===== src/rtl/multicycle_ctrl_if.sv =====
// Shared memory port between the multi-cycle sequencer and the single-ported memory.
// Instruction fetch and data access both use this req/ready handshake.
interface multicycle_ctrl_if;
    logic mem_req;
    logic mem_we;
    logic addr_sel;
    logic mem_ready;

    modport master (
        output mem_req,
        output mem_we,
        output addr_sel,
        input  mem_ready
    );

    modport slave (
        input  mem_req,
        input  mem_we,
        input  addr_sel,
        output mem_ready
    );
endinterface


===== src/rtl/multicycle_ctrl.sv =====
// Multi-cycle sequencer for the RV32 subset datapath (LW, SW, ADD/SUB/OR/AND, BEQ/BNE).
// Decodes the instruction register and drives the datapath strobes and the shared memory port.
//
// state    | meaning
// ---------+---------------------------------------------------------------
// S_FETCH  | request instruction at PC; on ready load IR and PC+4
// S_DECODE | classify inst; unsupported encodings go to S_TRAP
// S_EXEC   | ALU operation; branches resolve and retire here
// S_MEM    | data access at ALU address; SW retires on ready
// S_WB     | register file write (ALU result or load data), retire
// S_TRAP   | illegal instruction or memory timeout; left only by rst
module multicycle_ctrl #(
    parameter int MEM_TIMEOUT = 16
) (
    input  logic                     clk,
    input  logic                     rst,
    input  logic [31:0]              inst,
    input  logic                     alu_zero,
    multicycle_ctrl_if.master        mem,
    output logic                     ir_we,
    output logic                     pc_we,
    output logic                     pc_src,
    output logic [1:0]               imm_mode,
    output logic                     alu_src,
    output logic [1:0]               alu_op,
    output logic                     rf_we,
    output logic                     wb_sel,
    output logic                     trap,
    output logic [31:0]              instret
);
    // Immediate-extender modes shared with the sign_ext block.
    localparam logic [1:0] OBJ_I   = 2'b00;
    localparam logic [1:0] OBJ_S   = 2'b01;
    localparam logic [1:0] OBJ_B   = 2'b10;
    localparam logic [1:0] OBJ_R   = 2'b11;
    localparam logic [1:0] ALU_ADD = 2'b00;
    localparam logic [1:0] ALU_SUB = 2'b01;
    localparam logic [1:0] ALU_OR  = 2'b10;
    localparam logic [1:0] ALU_AND = 2'b11;
    localparam int CW = (MEM_TIMEOUT > 1) ? $clog2(MEM_TIMEOUT) : 1;

    typedef enum logic [2:0] {
        S_FETCH, S_DECODE, S_EXEC, S_MEM, S_WB, S_TRAP
    } state_t;

    state_t        state, state_nx;
    logic          retire;
    logic [CW-1:0] wait_cnt;
    logic          mem_wait, timeout, taken;
    logic          req, we, asel;

    logic [6:0] opc, f7;
    logic [2:0] f3;
    logic       is_lw, is_sw, is_rt, is_br, legal;
    logic [1:0] rt_op;
    logic       unused_inst_bits;

    assign opc = inst[6:0];
    assign f3  = inst[14:12];
    assign f7  = inst[31:25];
    // Register and immediate fields are consumed by the datapath, not by the sequencer.
    assign unused_inst_bits = ^{inst[24:15], inst[11:7]};

    assign is_lw = (opc == 7'b0000011);
    assign is_sw = (opc == 7'b0100011);
    assign is_br = (opc == 7'b1100011) && (f3[2:1] == 2'b00);
    assign legal = is_lw | is_sw | is_rt | is_br;
    assign taken = is_br && (f3[0] ? !alu_zero : alu_zero);

    always_comb begin
        is_rt = 1'b0;
        rt_op = ALU_ADD;
        if (opc == 7'b0110011) begin
            case (f3)
                3'b000: begin
                    if (f7 == 7'b0000000) begin
                        is_rt = 1'b1;
                        rt_op = ALU_ADD;
                    end else if (f7 == 7'b0100000) begin
                        is_rt = 1'b1;
                        rt_op = ALU_SUB;
                    end
                end
                3'b110: begin
                    is_rt = (f7 == 7'b0000000);
                    rt_op = ALU_OR;
                end
                3'b111: begin
                    is_rt = (f7 == 7'b0000000);
                    rt_op = ALU_AND;
                end
                default: is_rt = 1'b0;
            endcase
        end
    end

    // A waiting request cycle on the last allowed count traps instead of counting further.
    assign mem_wait = ((state == S_FETCH) || (state == S_MEM)) && !mem.mem_ready;
    generate
        if (MEM_TIMEOUT == 0) begin : g_no_timeout
            assign timeout = 1'b0;
        end else begin : g_timeout
            assign timeout = mem_wait && (wait_cnt == CW'(MEM_TIMEOUT - 1));
        end
    endgenerate

    always_ff @(posedge clk or posedge rst) begin
        if (rst) begin
            wait_cnt <= '0;
        end else if (mem_wait && !timeout) begin
            wait_cnt <= wait_cnt + 1'b1;
        end else begin
            wait_cnt <= '0;
        end
    end

    always_ff @(posedge clk or posedge rst) begin
        if (rst) begin
            state   <= S_FETCH;
            instret <= '0;
        end else begin
            state <= state_nx;
            if (retire) begin
                instret <= instret + 32'd1;
            end
        end
    end

    always_comb begin
        state_nx = state;
        retire   = 1'b0;
        case (state)
            S_FETCH: begin
                if (mem.mem_ready) state_nx = S_DECODE;
                else if (timeout)  state_nx = S_TRAP;
            end
            S_DECODE: state_nx = legal ? S_EXEC : S_TRAP;
            S_EXEC: begin
                if (is_lw || is_sw) begin
                    state_nx = S_MEM;
                end else if (is_rt) begin
                    state_nx = S_WB;
                end else if (is_br) begin
                    state_nx = S_FETCH;
                    retire   = 1'b1;
                end else begin
                    state_nx = S_TRAP;
                end
            end
            S_MEM: begin
                if (mem.mem_ready) begin
                    if (is_lw) begin
                        state_nx = S_WB;
                    end else begin
                        state_nx = S_FETCH;
                        retire   = 1'b1;
                    end
                end else if (timeout) begin
                    state_nx = S_TRAP;
                end
            end
            S_WB: begin
                state_nx = S_FETCH;
                retire   = 1'b1;
            end
            default: state_nx = S_TRAP;
        endcase
    end

    // rst gates every strobe combinationally so an in-flight request drops at once.
    always_comb begin
        req      = 1'b0;
        we       = 1'b0;
        asel     = 1'b0;
        ir_we    = 1'b0;
        pc_we    = 1'b0;
        pc_src   = 1'b0;
        imm_mode = OBJ_I;
        alu_src  = 1'b0;
        alu_op   = ALU_ADD;
        rf_we    = 1'b0;
        wb_sel   = 1'b0;
        trap     = 1'b0;
        if (!rst) begin
            if (state inside {S_DECODE, S_EXEC, S_MEM, S_WB}) begin
                imm_mode = is_lw ? OBJ_I : is_sw ? OBJ_S : is_br ? OBJ_B : is_rt ? OBJ_R : OBJ_I;
                alu_src  = is_lw | is_sw;
                alu_op   = (is_lw | is_sw) ? ALU_ADD : is_br ? ALU_SUB : rt_op;
            end
            case (state)
                S_FETCH: begin
                    req   = 1'b1;
                    ir_we = mem.mem_ready;
                    pc_we = mem.mem_ready;
                end
                S_EXEC: begin
                    pc_we  = taken;
                    pc_src = taken;
                end
                S_MEM: begin
                    req  = 1'b1;
                    asel = 1'b1;
                    we   = is_sw;
                end
                S_WB: begin
                    rf_we  = 1'b1;
                    wb_sel = is_lw;
                end
                S_TRAP:  trap = 1'b1;
                default: trap = 1'b0;
            endcase
        end
    end

    assign mem.mem_req  = req;
    assign mem.mem_we   = we;
    assign mem.addr_sel = asel;
endmodule


===== src/flat_wrapper.sv =====
// flat-port wrapper written by rule: the top's interface ports become plain ports
module multicycle_ctrl_flat 
#(
    parameter int MEM_TIMEOUT = 16
)
  (clk, rst, inst, alu_zero, ir_we, pc_we, pc_src, imm_mode, alu_src, alu_op, rf_we, wb_sel, trap, instret, mem_mem_req, mem_mem_we, mem_addr_sel, mem_mem_ready);
  multicycle_ctrl_if mem_i ();
  input  logic clk;
  input  logic rst;
  input  logic [31:0] inst;
  input  logic alu_zero;
  output logic ir_we;
  output logic pc_we;
  output logic pc_src;
  output logic [1:0] imm_mode;
  output logic alu_src;
  output logic [1:0] alu_op;
  output logic rf_we;
  output logic wb_sel;
  output logic trap;
  output logic [31:0] instret;
  output wire logic [$bits(mem_i.mem_req)-1:0] mem_mem_req;
  output wire logic [$bits(mem_i.mem_we)-1:0] mem_mem_we;
  output wire logic [$bits(mem_i.addr_sel)-1:0] mem_addr_sel;
  input wire logic [$bits(mem_i.mem_ready)-1:0] mem_mem_ready;
  assign mem_mem_req = mem_i.mem_req;
  assign mem_mem_we = mem_i.mem_we;
  assign mem_addr_sel = mem_i.addr_sel;
  assign mem_i.mem_ready = mem_mem_ready;
  multicycle_ctrl #(.MEM_TIMEOUT(MEM_TIMEOUT)) u_core (.clk(clk), .rst(rst), .inst(inst), .alu_zero(alu_zero), .mem(mem_i), .ir_we(ir_we), .pc_we(pc_we), .pc_src(pc_src), .imm_mode(imm_mode), .alu_src(alu_src), .alu_op(alu_op), .rf_we(rf_we), .wb_sel(wb_sel), .trap(trap), .instret(instret));
endmodule

===== config.mk =====
export PLATFORM = sky130hd
export DESIGN_NAME = multicycle_ctrl_flat
export DESIGN_NICKNAME = d
export VERILOG_FILES = /design/src/rtl/multicycle_ctrl_if.sv /design/src/rtl/multicycle_ctrl.sv /design/src/flat_wrapper.sv
export SDC_FILE = /design/constraint.sdc
export NUM_CORES = 1
export LEC_CHECK = 0
export BUFFER_PORTS_ARGS = -buffer_cell sky130_fd_sc_hd__buf_2
export CAP_MARGIN = 40
export CORE_ASPECT_RATIO = 1.2
export CORE_MARGIN = 5
export CORE_UTILIZATION = 40
export CTS_BUF_LIST = sky130_fd_sc_hd__clkbuf_4
export DETAILED_ROUTE_END_ITERATION = 8
export HOLD_SLACK_MARGIN = 0.1
export PLACE_DENSITY = 0.66
export SKIP_CTS_REPAIR_TIMING = 1
export SYNTH_ARGS = -nofsm -noshare
export SYNTH_HDL_FRONTEND = slang
export SYNTH_SLANG_ARGS = --single-unit

===== constraint.sdc =====
create_clock -name clk -period 2.4 [get_ports clk]
set_input_delay 0.24 -clock clk [delete_from_list [all_inputs] [get_ports clk]]
set_output_delay 0.24 -clock clk [all_outputs]
set_load 0.05 [all_outputs]

## Yosys cells after proc, flatten, opt, wreduce, memory -nomap -nowiden

Index checks and enable logic that the tools add are counted.
W data, S select, Z words.

- Register bits after elaboration: 39
- Input port bits: 36

- $add $sub $neg: 2
- Equal/unequal tests: 13
- Mux-type cells: 55
- Bitwise operators: 3
- Reduce and logical (&&, ||, !) cells: 17

Operators with widths:

| operator | number |
|---|---|
| $add A32 B1 Y32 const B | 1 |
| $mux W1 | 29 |
| $mux W2 | 12 |
| $mux W3 | 8 |
| $eq A7 B6 Y1 const B | 3 |
| $pmux W3 S5 | 1 |
| $eq A3 B3 Y1 const B | 4 |
| $eq A7 B2 Y1 const B | 1 |
| $eq A7 B7 Y1 const B | 1 |
| $logic_not A7 Y1 | 1 |
| $eq A3 B2 Y1 const B | 2 |
| $logic_not A3 Y1 | 2 |
| $pmux W2 S3 | 1 |
| $logic_and A1 B1 Y1 | 5 |
| $add A4 B1 Y4 const B | 1 |
| $eq A4 B4 Y1 const B | 1 |
| $mux W4 | 1 |
| $pmux W1 S2 | 2 |
| $reduce_bool A4 Y1 | 1 |
| $reduce_or A2 Y1 | 2 |
| $eq A3 B1 Y1 const B | 1 |
| $logic_not A1 Y1 | 3 |
| $or A1 B1 Y1 | 3 |
| $pmux W1 S3 | 1 |
| 2 further kinds | 3 |

## Logic depth before layout (Yosys ltp)

Gate-level depths: netlist (run 1).

- Depth in word-level cells: 11
- Depth in mapped cells: 7
- Depth with buffers taken out: 6

## Least setup slack after synthesis (run 1)

Ideal clock, no wire load.

- Path kind: register to output
- Start point: register u_core.state[0]
- End point: output port pc_we
- Data arrival time: 3.424 ns
- Data required time: 2.160 ns
- Slack: -1.264 ns
- Cell stages (with the launch flop): 6
- Buffers on the path: 2
- Cells stage by stage: dfrtp_1 clkbuf_1 clkbuf_1 nor3_1 nand2_1 a2111oi_0

- Cells in the longest elaborated chain, start to end: 3

Ends and longest elaborated chain:

| element | RTL line | RTL |
|---|---|---|
| start, declared | multicycle_ctrl.sv:46 | `state_t state, state_nx;` |
| start signal, assigned | multicycle_ctrl.sv:122 | `state <= state_nx;` |
| $eq A3 B2 Y1 / $logic_not A3 Y1 (equally long branches) | multicycle_ctrl.sv:190 | `case (state)` |
| $pmux W1 S2 * | multicycle_ctrl.sv:190 |  |
| $mux W1 * | multicycle_ctrl.sv:184 | `if (!rst) begin` |
| end, declared | flat_wrapper.sv:13 | `output logic pc_we;` |

Mark *: on every way between the ends. The rest lies on a longest branch, timed or not.

## Final worst setup path (run 1)

Ends and elaborated chain as after synthesis.

==> results of run 1 <==
routing by layer:
layer,up-vias,track usage,part of all wire
li1,969,-,-
met3,6,0.0340,0.081
met5,-,0,0
met1,957,0.190,0.43
met4,0,0.0473,0.012
met2,88,0.244,0.48
worst max-delay path: stages (launching register included):
cell and delay [ns]:
sky130_fd_sc_hd__dfrtp_1 0.47, sky130_fd_sc_hd__buf_4 0.22, sky130_fd_sc_hd__nor3_1 0.23, sky130_fd_sc_hd__nand2_1 0.11, sky130_fd_sc_hd__a2111oi_2 0.32, sky130_fd_sc_hd__buf_2 0.32
cell families after synthesis:
logic type,after synthesis,share of synthesized area
compound gates,20,0.0700
simple gates,115,0.321
xor+xnor,36,0.138
fa+ha+maj,2,0.0109
flops,39,0.427
buf+inv,15,0.0295
mux,1,0.00438
metrics by stage:
| stage | total power, mW | hold WS [ns] | instance area (um^2) |
|---|---|---|---|
| 4_1_cts | 1.48 | 0.119 | 2790 |
| 6_report | 1.46 | 0.113 | 2790 |
| 3_3_place_gp | 1.13 | 0.452 | 2730 |
| 3_5_place_dp | 1.14 | 0.457 | 2730 |
| 2_1_floorplan | 1.03 | 0.219 | 2300 |
| 5_1_grt | 1.54 | 0.168 | 2790 |
layout by cell type, fill, tap and decap left out, drive strengths merged, types with 4 or more instances in the layout:
cell    synthesis  layout
xor2           25      25
nor4           13      13
nand4          11      11
nor2           21      21
clkbuf          7       7
xnor2          11      11
nor4b           4       4
nand2b          4       4
nand2          16      16
nand3          14      14
buf             4      74
dfrtp          39      39
and4            4       4
nor3           14      14
state kept, by name, summed over array words and instances (netlist names):
signal / count
u_core.instret: 32
u_core.wait_cnt: 4
u_core.state: 3
power groups by stage:
| stage | clock network [mW] | registers, mW | logic [mW] |
|---|---|---|---|
| final | 0.335 | 0.733 | 0.389 |
| after global routing | 0.376 | 0.741 | 0.425 |
| after CTS | 0.351 | 0.734 | 0.391 |
| after detailed placement | 0 | 0.746 | 0.390 |
| after global placement | 0 | 0.745 | 0.388 |
| after floorplan | 0 | 0.827 | 0.203 |
cell type report:
class / count / area [um^2] / area share
clock inverters: 2 / 12.5 / 0.00448
multi-input cells: 174 / 1260 / 0.451
well taps: 64 / 80.1 / 0.0287
flip-flops and latches: 39 / 976 / 0.349
clock buffers: 6 / 45.0 / 0.0161
inverters: 4 / 18.8 / 0.00672
repair buffers: 75 / 400 / 0.143
path summary, 6_finish.rpt:
check / depth (start not counted) / start / to
min in group clk: 3 / mem_mem_ready / u_core.wait_cnt[2]$_DFF_PP0_
max reg2reg: 5 / u_core.state[2]$_DFF_PP0_ / u_core.instret[9]$_DFFE_PP0P_
max in group asynchronous: 3 / rst / u_core.instret[16]$_DFFE_PP0P_
min reg2reg: 1 / u_core.wait_cnt[0]$_DFF_PP0_ / u_core.wait_cnt[0]$_DFF_PP0_
min: 3 / rst / u_core.instret[20]$_DFFE_PP0P_
max: 5 / u_core.state[0]$_DFF_PP0_ / pc_we
==> summary.txt, run 1 <==
====================================================================================
Run status                                                              finished clean
Horizontal extent of the die                                                 79.0 um
Number of setup violations in the final report                                     0
Nets in the synthesized netlist                                                  266
CP required                                                                  2.16 ns
Via count                                                                      2,020
Classification of the worst setup path                                  flop to output port
Crit Path Max Fanout                                                              11
Netlist area before placement                                           0.00229 mm^2
Via count of the first global-routing pass                                     1,957
Leading cell types by count after synthesis                             sky130_fd_sc_hd__dfrtp_1, sky130_fd_sc_hd__xor2_1, sky130_fd_sc_hd__nor2_1
Number of maximum-capacitance violations                                           0
Height of the chip                                                           92.8 um
# rows                                                                            30
Cell taking the most area after synthesis                               sky130_fd_sc_hd__dfrtp_1
FMAX                                                                         444 MHz
Average via count per standard cell                                             5.55
Crit path launch type                                                           flop
Final weighted congestion in routability-driven placement                      0.834
CTS Buffer Depth                                                                   2
DR iter-0 viols                                                                  169
Overall fraction of global-route tracks in use                                 0.148
Peak ir drop on the vdd network                                             0.748 mV
Number of instances in the synthesized netlist                                   228
Final period utilization                                                       0.938
Worst-path clk slew                                                          0.12 ns
Drt wl/cell                                                                  14.8 um
Initial antenna violation count                                                    0
Master cell of the clock root buffer                                    sky130_fd_sc_hd__clkbuf_4
Number of nets with antenna violations after routing                               0
Post-synthesis average cell area                                           10.0 um^2
Half-perimeter wire length after detailed placement                          3960 um
Pint                                                                          928 uW
Reported leakage power                                                       1.18 nW
Area of the placeable core                                              0.00559 mm^2
Psw                                                                           529 uW
Fill cell total of the finished layout                                           546
Worst-Margin Slew                                                           0.558 ns
Sequential share of the synthesized area                                       0.427
Endpoint class of the critical path                                      output port
Clock tree skew after final layout                                         0.0150 ns
First-pass detailed-route iteration total                                          4
DRC violation count after routing                                                  0
CTS H-tree lvls                                                                    2
Final-report hold violation count                                                  0
Clock buffers created by TritonCTS                                                 5
Clk network pwr share                                                          0.230
Number of synthesized flops with an enable pin                                     0
Insertion delay to the later sink of the worst-skew pair                     0.34 ns
Worst slack at placement                                                    0.318 ns
Max Transition Viols Final                                                         0
Sequential group share of total power                                          0.503
Aggregate routed wire length                                                 5390 um
Number of instances in the placed design                                         356
Synthesis-stage register bit count                                                39
Relative slew margins                                                          0.628
Quantity of I/O buffers inserted on ports                                         66
CP arrival                                                                   2.01 ns
Final worst path period need                                                 2.25 ns
Final std cells w/o fill                                                         364
Die outline area                                                        0.00734 mm^2
Power density of the placed cells                                        522 mW/mm^2
Unrepaired setup endpoints after global routing                                   no
Share of total power in combinational logic                                    0.267
Aggregate negative setup slack                                                  0 ns
Area share of the largest cell type after synthesis                            0.427
Count of different cell masters after synthesis                                   43
Count of antenna diodes in the layout                                              0
Number of nets in the layout                                                     337
Type of the worst min-delay path                                        primary input to asynchronous set/reset pin
First-pass GRT wire length                                                   8890 um
Count leader, synth                                                     sky130_fd_sc_hd__dfrtp_1
Switching portion of total power                                               0.363
Most area-consuming cells after synthesis                               sky130_fd_sc_hd__dfrtp_1, sky130_fd_sc_hd__xor2_1, sky130_fd_sc_hd__nor4_2
Area delta synth->final                                                        22.1%
Primary FF master, synth                                                sky130_fd_sc_hd__dfrtp_1
Fraction of final layout cells with drive strength greater than 1              0.347
Clock tree from TritonCTS                                                       done
Core Util, Final                                                               0.499
Initial Utilization                                                            0.409
PnR worst setup slack                                                       0.148 ns
Proportion of synthesized flip-flops having asynchronous set or reset           1.00
Io pins                                                                           82
Sink count of the clock tree                                                      39
Remaining Overflow, GRT                                                            0
Pin count of the biggest net entering global routing                              40
Setup slack, reg-to-reg                                                      0.30 ns
Count of warnings emitted by yosys                                                 0
====================================================================================
Note: power is estimated with default switching activity, not from simulation.
==> run 2: changes to the inputs <==
Settings changed: PLACE_DENSITY 0.66 to 0.68.
Clock period 2.4 ns to 1.9 ns, I/O delays scaled along.
==> run 2 against run 1 <==
Compared with the run above: the flow now finishes with violations (setup timing); highest routed layer unchanged; combinational power is 93% higher; critical endpoint is now ir_we; via count up 6.3%; first-iteration DRC count down 57%; sequential share of layout area down 6.9 points; critical path depth increased by 1; core utilization increased by 13 points.
==> summary.txt, run 2 (synthesis gave the netlist of run 1 again) <==
================================================================================
Run status                                                          complete, but fails checks   was finished clean
Failing checks                                                      setup timing
Clock buffers created by TritonCTS                                             5   unchanged
Capture instance of the worst register-to-register path             u_core.instret[28]$_DFFE_PP0P_   was u_core.instret[9]$_DFFE_PP0P_
FMAX                                                                     495 MHz
Aggregate routed wire length                                             6010 um   was 5390 um
Max Transition Viols Final                                                     0   unchanged
Most frequent cells in the layout                                   sky130_fd_sc_hd__buf_2, sky130_fd_sc_hd__buf_4, sky130_fd_sc_hd__xor2_1, sky130_fd_sc_hd__dfrtp_1, sky130_fd_sc_hd__nor2_1   was sky130_fd_sc_hd__buf_2, sky130_fd_sc_hd__dfrtp_1, sky130_fd_sc_hd__xor2_1
Master cell of the clock root buffer                                sky130_fd_sc_hd__clkbuf_4   unchanged
First-pass detailed-route iteration total                                      4   unchanged
Classification of the worst setup path                              primary input to output port   was flop to output port
Insertion delay to the later sink of the worst-skew pair                 0.36 ns   was 0.34 ns
Leading cell type in the layout, fill and taps excluded             sky130_fd_sc_hd__buf_2   unchanged
Final-report hold violation count                                              0   unchanged
Initial antenna violation count                                                0   unchanged
Remaining Overflow, GRT                                                        0   unchanged
PnR worst setup slack                                                  -0.119 ns   was 0.148 ns
# rows                                                                        30   unchanged
First-pass GRT wire length                                               9470 um   was 8890 um
Source of the worst register-to-register timing path                u_core.state[2]$_DFF_PP0_   unchanged
Quantity of I/O buffers inserted on ports                                     66   unchanged
Endpoint class of the critical path                                  output port   unchanged
Average via count per standard cell                                         5.35   was 5.55
Type of the worst min-delay path                                    primary input to flop   was primary input to asynchronous set/reset pin
Worst-path clk slew                                                      0.11 ns   was 0.12 ns
Number of nets with antenna violations after routing                           0   unchanged
Number of setup violations in the final report                                 9   was 0
Number of nets in the layout                                                 374   was 337
Final period utilization                                                    1.06
Number of instances in the placed design                                     381   was 356
Setup slack, reg-to-reg                                                 -0.03 ns   was 0.30 ns
Via count of the first global-routing pass                                 2,035   was 1,957
CP required                                                              1.71 ns   was 2.16 ns
Terminating pin of the worst hold path                              u_core.wait_cnt[2]$_DFF_PP0_
Worst-Margin Slew                                                       0.509 ns   was 0.558 ns
Die outline area                                                    0.00734 mm^2   unchanged
Height of the chip                                                       92.8 um   unchanged
Drt wl/cell                                                              15.0 um   was 14.8 um
Startpoint of the lowest-slack hold path                            mem_mem_ready
Pin count of the biggest net entering global routing                          27   was 40
Most flops, register                                                u_core.instret   unchanged
Power density of the placed cells                                    635 mW/mm^2   was 522 mW/mm^2
Final worst path period need                                             2.02 ns
Final weighted congestion in routability-driven placement                  0.849   was 0.834
Clock tree from TritonCTS                                                   done   unchanged
Crit Path Max Fanout                                                          14   was 11
Number of maximum-capacitance violations                                       0   unchanged
Area delta synth->final                                                    55.0%   was 22.1%
Fraction of final layout cells with drive strength greater than 1          0.531   was 0.347
Register-to-Register Path Depth                                                6   was 5
Area of the placeable core                                          0.00559 mm^2   unchanged
Sink count of the clock tree                                                  39   unchanged
Half-perimeter wire length after detailed placement                      4310 um   was 3960 um
DR iter-0 viols                                                               72   was 169
CP arrival                                                               1.83 ns   was 2.01 ns
CTS Buffer Depth                                                               2   unchanged
Io pins                                                                       82   unchanged
Registers with the most flip-flops                                  u_core.instret: 32 flops, u_core.wait_cnt: 4 flops, u_core.state: 3 flops   unchanged
Overall fraction of global-route tracks in use                             0.159   was 0.148
Crit path launch type                                               primary input   was flop
Count of antenna diodes in the layout                                          0   unchanged
Relative slew margins                                                      0.652   was 0.628
CTS H-tree lvls                                                                2   unchanged
Max FFs per register                                                          32   unchanged
Initial Utilization                                                        0.409   unchanged
Reported leakage power                                                   1.69 nW   was 1.18 nW
DRC violation count after routing                                              0   unchanged
Clock tree skew after final layout                                     0.0175 ns   was 0.0150 ns
Hold Crit Depth                                                                3
Unrepaired setup endpoints after global routing                              yes   was no
Via count                                                                  2,147   was 2,020
Design Power                                                             2.25 mW   was 1.46 mW
Horizontal extent of the die                                             79.0 um   unchanged
Final std cells w/o fill                                                     401   was 364
Peak ir drop on the vdd network                                         0.360 mV   was 0.748 mV
================================================================================
==> run 2: changes by cell type in the layout (fill, tap and decap cells not counted), moves of 6 or more <==
cell	change
sky130_fd_sc_hd__buf_6	+13
sky130_fd_sc_hd__nor3_1	-7
sky130_fd_sc_hd__dfrtp_1	-14
sky130_fd_sc_hd__nor4_2	-8
sky130_fd_sc_hd__nor4_4	+8
sky130_fd_sc_hd__buf_2	-8
sky130_fd_sc_hd__dfrtp_2	+14
sky130_fd_sc_hd__nor3_4	+6
sky130_fd_sc_hd__buf_4	+27
==> run 2: final cells by class <==
cell class,count,area [um^2]
Sequential cell,39,993
Timing Repair Buffer,112,797
Tap cell,64,80.1
Inverter,4,21.3
Multi-Input combinational cell,174,1570
Clock buffer,5,37.5
Clock inverter,3,43.8
Fill cell,464,2050
==> run 2: critical path, cell delays in order <==
cell	delay, ns
sky130_fd_sc_hd__buf_2	0.27
sky130_fd_sc_hd__clkinvlp_4	0.16
sky130_fd_sc_hd__dlygate4sd3_1	0.59
sky130_fd_sc_hd__buf_4	0.21
sky130_fd_sc_hd__and4_1	0.20
sky130_fd_sc_hd__buf_2	0.20
==> run 2: layer usage <==
metal / GRT usage / vias up / part of all wire
met1: 0.200 / 1030 / 0.42
met5: 0 / - / 0
li1: - / 1056 / -
met4: 0.0473 / 0 / 0.012
met3: 0.0321 / 10 / 0.052
met2: 0.272 / 51 / 0.51
==> run 2: through the flow <==
| stage | cell area (um^2) | utilization | TNS, ns | worst slack [ns] | hold slack, ns |
|---|---|---|---|---|---|
| floorplan | 2460 | - | -0.957 | -0.131 | 0.169 |
| global placement | 3070 | 0.548 | -2.40 | -0.178 | 0.350 |
| detailed placement | 3070 | 0.548 | -1.09 | -0.0967 | 0.355 |
| CTS | 3150 | 0.563 | -2.28 | -0.272 | -0.0411 |
| global route | 3550 | 0.634 | -1.79 | -0.234 | 0.259 |
| finish | 3550 | 0.634 | -0.476 | -0.119 | 0.248 |
==> run 2: worst max-delay path by stage <==
| stage | start | end | slack (ns) | depth (start not counted) |
|---|---|---|---|---|
| finish | rst | ir_we | -0.12 | 6 |
| global route | u_core.state[2]$_DFF_PP0_ | pc_we | -0.23 | 6 |
| CTS | u_core.state[1]$_DFF_PP0_ | imm_mode[0] | -0.27 | 7 |
| detailed placement | inst[2] | u_core.instret[27]$_DFFE_PP0P_ | -0.1 | 7 |
| global placement | inst[2] | u_core.instret[14]$_DFFE_PP0P_ | -0.18 | 9 |
| floorplan | u_core.state[1]$_DFF_PP0_ | mem_mem_req | -0.13 | 3 |
==> run 2: report_power, final <==
part / switching, mW / leakage, nW / internal, mW
combinational: 0.444 / 1.21 / 0.307
sequential: 0.0630 / 0.433 / 0.879
clock: 0.282 / 0.0452 / 0.277
==> run 3: changes to the inputs <==
Settings changed: PLACE_DENSITY 0.68 to 0.69, SKIP_LAST_GASP set to 1.
==> run 3 against run 2 <==
Compared with the run above: the run still ends with setup timing left; clock-buffer cell count is the same; sequential power is essentially flat; die area is the same; largest power group unchanged; clock skew shrank 0.0027 ns; largest cell class unchanged; register-to-register slack lost 0.05 ns; worst hold slack lost 0.12 ns.
==> summary.txt, run 3 (synthesis gave the netlist of run 1 again) <==
================================================================================
Clock buffers created by TritonCTS                                             5   unchanged
Final std cells w/o fill                                                     401   unchanged
Worst-path clk slew                                                      0.12 ns   was 0.11 ns
Overall fraction of global-route tracks in use                             0.158   was 0.159
Count of antenna diodes in the layout                                          0   unchanged
First-pass GRT wire length                                               9630 um   was 9470 um
Half-perimeter wire length after detailed placement                      4200 um   was 4310 um
Classification of the worst setup path                              flop to output port   was primary input to output port
Met1 usage                                                                 0.203   was 0.200
Worst-Margin Slew                                                       0.500 ns   was 0.509 ns
Post-Route Hold Slack                                                   0.131 ns   was 0.248 ns
Failing checks                                                      setup timing   unchanged
Final weighted congestion in routability-driven placement                  0.828   was 0.849
CP required                                                              1.71 ns   about the same
Aggregate negative setup slack                                         -0.346 ns   was -0.476 ns
CP arrival                                                               1.83 ns   about the same
Via count                                                                  2,127   was 2,147
Final-report hold violation count                                              0   unchanged
DRC violation count after routing                                              0   unchanged
Clock tree skew after final layout                                     0.0148 ns   was 0.0175 ns
Height of the chip                                                       92.8 um   unchanged
Number of setup violations in the final report                                 8   was 9
FMAX                                                                     495 MHz   about the same
Switching portion of total power                                           0.347   was 0.350
Initial antenna violation count                                                0   unchanged
Peak ir drop on the vdd network                                         0.452 mV   was 0.360 mV
Number of nets with antenna violations after routing                           0   unchanged
Most flops, register                                                u_core.instret   unchanged
Via count of the first global-routing pass                                 2,067   was 2,035
Unrepaired setup endpoints after global routing                              yes   unchanged
CTS H-tree lvls                                                                2   unchanged
Layer with the highest usage                                                met2   unchanged
Number of instances in the placed design                                     378   was 381
Area delta synth->final                                                    51.8%   was 55.0%
Clock tree from TritonCTS                                                   done   unchanged
Clk network pwr share                                                      0.248   about the same
Fraction of final layout cells with drive strength greater than 1          0.519   was 0.531
Crit path launch type                                                       flop   was primary input
Met2 usage                                                                 0.267   was 0.272
Master cell of the clock root buffer                                sky130_fd_sc_hd__clkbuf_4   unchanged
Die outline area                                                    0.00734 mm^2   unchanged
Initial Utilization                                                        0.409   unchanged
Area of the placeable core                                          0.00559 mm^2   unchanged
Post-DP Area                                                        0.00303 mm^2   was 0.00307 mm^2
Type of the worst min-delay path                                    primary input to asynchronous set/reset pin   was primary input to flop
Endpoint class of the critical path                                  output port   unchanged
Register-to-Register Path Depth                                                6   unchanged
Number of maximum-capacitance violations                                       0   unchanged
Relative slew margins                                                      0.667   was 0.652
Average via count per standard cell                                         5.30   was 5.35
Pin count of the biggest net entering global routing                          40   was 27
Registers with the most flip-flops                                  u_core.instret: 32 flops, u_core.wait_cnt: 4 flops, u_core.state: 3 flops   unchanged
DR iter-0 viols                                                              140   was 72
Crit Path Max Fanout                                                           3   was 14
CTS Buffer Depth                                                               2   unchanged
Most frequent cells in the layout                                   sky130_fd_sc_hd__buf_2, sky130_fd_sc_hd__buf_4, sky130_fd_sc_hd__xor2_1, sky130_fd_sc_hd__dfrtp_1, sky130_fd_sc_hd__nor2_1   unchanged
Max FFs per register                                                          32   unchanged
PnR worst setup slack                                                  -0.121 ns   was -0.119 ns
Leading cell type in the layout, fill and taps excluded             sky130_fd_sc_hd__buf_2   unchanged
Pint                                                                     1.43 mW   was 1.46 mW
Final period utilization                                                    1.06   about the same
Aggregate routed wire length                                             5950 um   was 6010 um
Share of total power in combinational logic                                0.322   was 0.334
Run status                                                          complete, but fails checks   unchanged
Reported leakage power                                                   1.64 nW   was 1.69 nW
Remaining Overflow, GRT                                                        0   unchanged
Io pins                                                                       82   unchanged
Quantity of I/O buffers inserted on ports                                     66   unchanged
Psw                                                                       757 uW   was 789 uW
Final cell area excluding filler cells                              0.00347 mm^2   was 0.00355 mm^2
Routing usage on met3                                                     0.0447   was 0.0321
Final worst path period need                                             2.02 ns   about the same
Sink count of the clock tree                                                  39   unchanged
Max Transition Viols Final                                                     0   unchanged
Sequential group share of total power                                      0.430   was 0.418
Drt wl/cell                                                              14.8 um   was 15.0 um
Power density of the placed cells                                    630 mW/mm^2   was 635 mW/mm^2
First-pass detailed-route iteration total                                      4   unchanged
Insertion delay to the later sink of the worst-skew pair                 0.35 ns   was 0.36 ns
Design Power                                                             2.19 mW   was 2.25 mW
Horizontal extent of the die                                             79.0 um   unchanged
Number of nets in the layout                                                 374   unchanged
# rows                                                                        30   unchanged
================================================================================
-- run 3: routing by layer --
layer  part of all wire  routed length, um  up-vias
met5                  0                  0        -
li1                   -                  -     1054
met1               0.45               2660     1009
met3              0.061                363        5
met4             0.0074                 44        0
met2               0.49               2890       59
-- run 3: area by class of cell --
type | count | area, um^2
Clock inverter | 3 | 38.8
Timing Repair Buffer | 111 | 753
Clock buffer | 5 | 37.5
Tap cell | 64 | 80.1
Multi-Input combinational cell | 175 | 1550
Inverter | 4 | 18.8
Fill cell | 465 | 2120
Sequential cell | 39 | 993
-- run 3: stage by stage --
stage          setup slack (ns)  utilization
2_1_floorplan            -0.131            -
3_3_place_gp            -0.0834        0.542
3_5_place_dp            -0.0932        0.542
4_1_cts                  -0.267        0.556
5_1_grt                  -0.229        0.621
6_report                 -0.121        0.621
-- run 3: worst max-delay path: stages, from the launching register on --
cell	delay, ns
sky130_fd_sc_hd__dfrtp_2	0.43
sky130_fd_sc_hd__nand2b_4	0.15
sky130_fd_sc_hd__buf_6	0.12
sky130_fd_sc_hd__nor3_4	0.11
sky130_fd_sc_hd__nand2_2	0.09
sky130_fd_sc_hd__a2111oi_4	0.38
sky130_fd_sc_hd__buf_6	0.21
-- run 3: final timing paths --
kind	slack, ns	end	start
worst min register to register	0.48	u_core.wait_cnt[0]$_DFF_PP0_	u_core.wait_cnt[0]$_DFF_PP0_
worst max-delay path	-0.12	pc_we	u_core.state[2]$_DFF_PP0_
max in group asynchronous	1.39	u_core.instret[11]$_DFFE_PP0P_	rst
worst max register to register	-0.08	u_core.instret[9]$_DFFE_PP0P_	u_core.state[2]$_DFF_PP0_
min in group clk	0.27	u_core.wait_cnt[2]$_DFF_PP0_	mem_mem_ready
worst min-delay path	0.13	u_core.state[0]$_DFF_PP0_	rst
-- run 3: power groups by stage --
stage	Sequential, mW	Clock [mW]	Combinational (mW)
floorplan	1.06	0	0.291
global placement	0.955	0	0.566
detailed placement	0.957	0	0.572
CTS	0.940	0.563	0.577
global route	0.953	0.596	0.761
finish	0.940	0.541	0.703
